### src/rtl/fetch_decode_queue.sv
// Fetch-to-decode instruction queue: DEPTH-entry circular buffer with valid/ready push and stall/bubble pop.
// Optional FDQ_HALT_HOLD_EN: stop accepting records after a non-AOK status has been queued, until a flush.
`ifndef STAT_AOK
  `define STAT_BUBBLE 3'd0
  `define STAT_AOK    3'd1
  `define STAT_HLT    3'd2
  `define STAT_ADR    3'd3
  `define STAT_INS    3'd4
  `define INOP        4'h1
  `define RNONE       4'hF
`endif

module fetch_decode_queue #(
  parameter int DEPTH = 2,
  parameter int PC_W  = 64
) (
  input  logic                         clk_i,
  input  logic                         rst_n_i,
  input  logic                         f_valid_i,
  output logic                         f_ready_o,
  input  logic [2:0]                   f_stat_i,
  input  logic [PC_W-1:0]              f_pc_i,
  input  logic [PC_W-1:0]              f_valC_i,
  input  logic [PC_W-1:0]              f_valP_i,
  input  logic [3:0]                   f_icode_i,
  input  logic [3:0]                   f_ifun_i,
  input  logic [3:0]                   f_rA_i,
  input  logic [3:0]                   f_rB_i,
  input  logic                         D_stall_i,
  input  logic                         D_bubble_i,
  output logic [2:0]                   D_stat_o,
  output logic [PC_W-1:0]              D_pc_o,
  output logic [PC_W-1:0]              D_valC_o,
  output logic [PC_W-1:0]              D_valP_o,
  output logic [3:0]                   D_icode_o,
  output logic [3:0]                   D_ifun_o,
  output logic [3:0]                   D_rA_o,
  output logic [3:0]                   D_rB_o,
  output logic                         D_valid_o,
  output logic [$clog2(DEPTH+1)-1:0]   count_o
);
  localparam int CW = $clog2(DEPTH + 1);
  localparam int PW = $clog2(DEPTH);

  typedef struct packed {
    logic [2:0]      stat;
    logic [PC_W-1:0] pc;
    logic [PC_W-1:0] valc;
    logic [PC_W-1:0] valp;
    logic [3:0]      icode;
    logic [3:0]      ifun;
    logic [3:0]      ra;
    logic [3:0]      rb;
  } rec_t;

  rec_t          mem [DEPTH];
  rec_t          f_rec;
  rec_t          head;
  logic [PW-1:0] wp;
  logic [PW-1:0] rp;
  logic [CW-1:0] count;
  logic          push;
  logic          pop;
  logic          halted;

  function automatic logic [PW-1:0] ptr_inc(input logic [PW-1:0] p);
    return (p == PW'(DEPTH - 1)) ? '0 : p + PW'(1);
  endfunction

  assign f_rec     = '{stat: f_stat_i, pc: f_pc_i, valc: f_valC_i, valp: f_valP_i,
                       icode: f_icode_i, ifun: f_ifun_i, ra: f_rA_i, rb: f_rB_i};
  assign f_ready_o = (count < CW'(DEPTH)) && !halted;
  assign push      = f_valid_i && f_ready_o;
  assign pop       = !D_stall_i && (count != '0);
  assign count_o   = count;
  assign head      = mem[rp];

`ifdef FDQ_HALT_HOLD_EN
  // Sticky until flush: a bubble discards any same-cycle push, so it always wins.
  always_ff @(posedge clk_i or negedge rst_n_i) begin
    if (!rst_n_i) begin
      halted <= 1'b0;
    end else if (D_bubble_i) begin
      halted <= 1'b0;
    end else if (push && (f_stat_i != `STAT_AOK)) begin
      halted <= 1'b1;
    end
  end
`else
  assign halted = 1'b0;
`endif

  always_ff @(posedge clk_i or negedge rst_n_i) begin
    if (!rst_n_i) begin
      wp    <= '0;
      rp    <= '0;
      count <= '0;
    end else if (D_bubble_i) begin
      wp    <= '0;
      rp    <= '0;
      count <= '0;
    end else begin
      if (push) wp <= ptr_inc(wp);
      if (pop)  rp <= ptr_inc(rp);
      if (push && !pop)      count <= count + CW'(1);
      else if (pop && !push) count <= count - CW'(1);
    end
  end

  // Entry storage carries no reset; occupancy alone decides what is visible.
  always_ff @(posedge clk_i) begin
    if (push && !D_bubble_i) mem[wp] <= f_rec;
  end

  always_comb begin
    D_stat_o  = `STAT_BUBBLE;
    D_pc_o    = '0;
    D_valC_o  = '0;
    D_valP_o  = '0;
    D_icode_o = `INOP;
    D_ifun_o  = '0;
    D_rA_o    = `RNONE;
    D_rB_o    = `RNONE;
    D_valid_o = 1'b0;
    if (count != '0) begin
      D_stat_o  = head.stat;
      D_pc_o    = head.pc;
      D_valC_o  = head.valc;
      D_valP_o  = head.valp;
      D_icode_o = head.icode;
      D_ifun_o  = head.ifun;
      D_rA_o    = head.ra;
      D_rB_o    = head.rb;
      D_valid_o = 1'b1;
    end
    if (!rst_n_i) D_stat_o = 3'd0;
  end
endmodule

### config.mk
export PLATFORM = sky130hd
export DESIGN_NAME = fetch_decode_queue
export DESIGN_NICKNAME = d
export VERILOG_FILES = /design/src/rtl/fetch_decode_queue.sv
export SDC_FILE = /design/constraint.sdc
export NUM_CORES = 1
export LEC_CHECK = 0
export CORE_MARGIN = 4
export CORE_UTILIZATION = 35
export CTS_BUF_LIST = sky130_fd_sc_hd__clkbuf_8
export DETAILED_ROUTE_END_ITERATION = 10
export GPL_ROUTABILITY_DRIVEN = 0
export HOLD_SLACK_MARGIN = 0.08
export PLACE_DENSITY = 0.71
export SLEW_MARGIN = 40
export SYNTH_ARGS = -nofsm -noshare
export SYNTH_HDL_FRONTEND = slang
export SYNTH_SLANG_ARGS = --single-unit
### constraint.sdc
create_clock -name clk_i -period 51.8 [get_ports clk_i]
set_input_delay 12.95 -clock clk_i [delete_from_list [all_inputs] [get_ports clk_i]]
set_output_delay 12.95 -clock clk_i [all_outputs]
set_load 0.01 [all_outputs]
# After elaboration in Yosys (flattened, before gate mapping)
# Memory sizes are Yosys's and may differ from the RTL's.
# Index checks and enable logic that the tools add are counted.
# totals
register_bits,4
ram_bits,422
inputBits,216
output_inout_bits,215
mem_count,1
# op_classes
addsub,4
n_lt_le_gt_ge,1
mux,21
n_reduce_logical,13
# memory_table
name,depth,word_bits,rd,rd_clocked_by_memory_dff,write_ports,line,rtl
mem,2,211,1,0,1,56,rec_t mem [DEPTH];
# ops
op,n
$mux 64,3
$mux 4,4
$mux 1,9
$mux 2,3
$mux 3,2
$reduce_bool 2->1,3
$logic_and 1x1->1,5
$logic_not 1->1,4
$reduce_bool 3->1,1
$add 1x1->1 const B,2
$add 2x1->2 const B,1
$lt 2x2->1 const B,1
$sub 2x1->2 const B,1

# Depth between registers and ports, before layout
# depth
ltp_word,7
ltp_mapped,5

# Least setup slack after synthesis
# No wires, ideal clock.
# synth_timing
path_type,in2reg
startpoint,input port f_valid_i
endpoint,"memory mem[1][0] (netlist bit), enable pin"
arrival_time_ns,28.212
slack_ns,22.506
stages,2
path_buffers,0
cell_sequence,nand2b_4 nor3b_1
# synth_between
elab_chain_len,4
# synth_rtl
element,line,rtl
start: declaration,19,"input logic f_valid_i,"
$logic_and 1x1->1,73,assign push = f_valid_i && f_ready_o;
$logic_and 1x1->1,112,if (push && !D_bubble_i) mem[wp] <= f_rec;
$mux 1,112,
$mux 1 (not written as such),112,
end: declaration,56,
# Every way passes these cells.

# Final worst setup path
# layout_timing
startpoint,input port rst_n_i
endpoint,output port D_stat_o[1]
# layout_between
elab_chain_len,1
# layout_rtl
element,line,rtl
start: declaration,18,"input logic rst_n_i,"
$mux 3,136,if (!rst_n_i) D_stat_o = 3'd0;
end: declaration,31,"output logic [2:0] D_stat_o,"
# Every way passes these cells.

==> flow_summary.json <==
{
  "arrival_ns": 14.41,
  "syn_nets": 1131,
  "first_pass_iters": 5,
  "r2r_start": "count_o[1]",
  "p_switching_w": 0.0001793,
  "max_clock_freq_mhz": 36.55,
  "avgSynthCellArea_um2": 17.81,
  "status": "finished, final reports clean",
  "grt_pass1_vias": 9690,
  "power_density_nw_per_um2": 34.32,
  "power_frac_seq": 0.521,
  "r2r_slack_ns": 49.40,
  "path_depth": 4,
  "cp_top_family": "buffers and inverters",
  "ios": 431,
  "crit_path_max_fanout": 5,
  "path_clk_slew_ns": 0.06,
  "drv_slew": 0,
  "fp-row-count": 78,
  "antenna_found_initial": 6,
  "tightest_slew_ns": 0.8072,
  "route.detailed.drc": 0,
  "hold_viol": 0,
  "nNetsFinal": 1604,
  "final_cell_mix": "clkdlybuf4s50_1, edfxtp_1, mux2i_1, nor2_1, clkbuf_8",
  "grt_pass1_wl_mm": 56.03,
  "clock_latency_ns": 0.62,
  "combPwrFrac": 0.128,
  "critPathLaunchType": "primary input",
  "synth_seq_cells": 426,
  "relSlewSlack": 0.4618,
  "end_kind": "output pin",
  "track_usage": 0.1462,
  "required_ns": 38.85,
  "die_w_um": 223.8,
  "hp-class": "register to register",
  "netlist_top_cells_area": "edfxtp_1, mux2i_1, nor2_1, buf_12, buf_2",
  "cts_tree": "yes",
  "netlist_instances": 915,
  "drt_wl_total_mm": 38.11,
  "grt_max_degree": 88,
  "yosysSeqAreaShare": 0.7837,
  "power_w": 0.0007677,
  "total_leakage_power_nw": 7.350,
  "yosysWarnings": 0,
  "fin_crit_ns": 27.36,
  "postCtsHoldBufs": 0,
  "die_area_um2": 50080,
  "area_growth_pct": 37.26,
  "synth_top_cell_by_area": "edfxtp_1",
  "die_h_um": 223.8,
  "dp_hpwl_mm": 25.06,
  "cp-startpoint": "rst_n_i",
  "ant_nets": 0,
  "regToRegEndpoint": "mem[1][103]",
  "final.setup.tns_ns": 0,
  "finalSetupViolCount": 0,
  "path_common_cell": "clkdlybuf4s50_1",
  "critPathKind": "primary input to output pin",
  "endpoint": "D_stat_o[1]",
  "vias": 9274,
  "io_buffers": 430,
  "rsz0062_at_grt": "no",
  "cts.repair.resized": 0,
  "synth_top_cell_area_share": 0.7776,
  "critPathMaxStageDelay_ns": 0.59,
  "htree_levels": 3,
  "clkPwrFrac": 0.351,
  "cts_sinks": 426,
  "nFillCells": 3862,
  "max_cap_viol_count": 0,
  "wl_per_cell_um": 18.64,
  "synth_cell_type_count": 23,
  "p_sw_frac": 0.2336,
  "final_common_cell": "clkdlybuf4s50_1",
  "core-area_um2": 45670,
  "fin_worst_skew_ns": 0.01120,
  "cts_setup_buffers": 0,
  "grt_overflow": 0,
  "vdd_drop_max_mv": 0.02271,
  "initial_core_util": 0.3568,
  "finalCritPeriodShare": 0.5282,
  "numCtsBuffers": 72,
  "clockBufferDepth": 3,
  "internal_power_w": 0.0005883,
  "crit_slowest_cell": "clkdlybuf4s50_1",
  "drtIter0Drc": 408,
  "via_per_inst": 4.535,
  "ff2ff_path_depth": 4,
  "synth_area_um2": 16300,
  "cp_num_buf_inv": 2,
  "cp_cell_sequence": "clkdlybuf4s50_1, nand2_1, nor2_1, clkdlybuf4s50_1",
  "root_buffer": "clkbuf_8",
  "layout-drive-gt1-share": 0.07564
}
-- Yosys cell counts --
library cell  count
nor3b_1           1
nand2b_4          1
buf_2            23
a21o_1            2
mux2i_1         211
edfxtp_1        422
dfrtp_1           4
mux2_1            1
nand2b_1          1
o21ai_1           1
a21oi_1           2
buf_4             4
nor2_1          205
a22oi_1           1
nor3_1            1
buf_6             2
buf_12           12
or3_1             1
buf_8             6
nand2_1          11
inv_1             1
xor2_1            1
inv_2             1
-- state kept, by name, summed over array words and instances (netlist names) --
signal,cells
wp,1
count_o,2
mem,422
rp,1
-- worst min-delay path by stage --
stage,end,start,cells past startpoint
2_1_floorplan,wp,wp,2
3_3_place_gp,wp,wp,2
3_5_place_dp,wp,wp,2
4_1_cts,wp,wp,2
5_1_grt,wp,wp,2
6_report,wp,wp,2
-- metrics by stage --
step                hold slack [ns]  instances  setup slack (ns)  area (um2)  utilization
global placement             0.5693       1911             24.45       20970       0.4592
CTS                          0.6037       2041             24.40       22360       0.4895
detailed placement           0.5853       1914             24.41       21070       0.4612
finish                       0.6058       2045             24.44       22370       0.4898
floorplan                    0.5193        915             22.51       16300            -
global route                 0.6836       2045             24.33       22370       0.4898
-- layout make-up --
class                           count  area, um2  area share
Timing Repair Buffer              446       4496      0.2010
Antenna cell                        4      10.01   0.0004475
Multi-Input combinational cell    440       3037      0.1358
Inverter                            2      7.507   0.0003356
Clock buffer                       77       1060     0.04738
Sequential cell                   426      12780      0.5711
Tap cell                          600      750.7     0.03356
Clock inverter                     50      232.7     0.01040
-- per-layer routing --
metal,share of wire,GRT usage
met5,0,0
met3,0.080,0.05242
met2,0.49,0.2453
met4,0.042,0.07894
met1,0.39,0.1637
-- logic make-up (layout without fill, tap and decap cells) --
logic type      after synthesis  count (layout)  synth area share
other cells                   0               4                 0
compound gates                6               6          0.002303
flops                       426             426            0.7837
xor+xnor                      1               1         0.0005375
buf+inv                      49             575           0.03102
simple gates                221             221           0.05213
mux                         212             212            0.1303
-- worst register-to-register path, delay by kind of cell, from the launching register on --
kind | cells | cell delay, ns
DFF | 1 | 0.47
buffers and inverters | 2 | 1.05
and+or+nand+nor | 2 | 0.42
-- power groups by stage --
stage	clock network, W	logic, W	registers (W)
2_1_floorplan	0	0.0000462	0.000413
3_3_place_gp	0	0.0000973	0.000406
3_5_place_dp	0	0.0000995	0.000407
4_1_cts	0.000282	0.000100	0.000400
5_1_grt	0.000299	0.000105	0.000401
6_report	0.000270	0.0000982	0.000400
No activity file was read; power rests on OpenSTA's default activity.
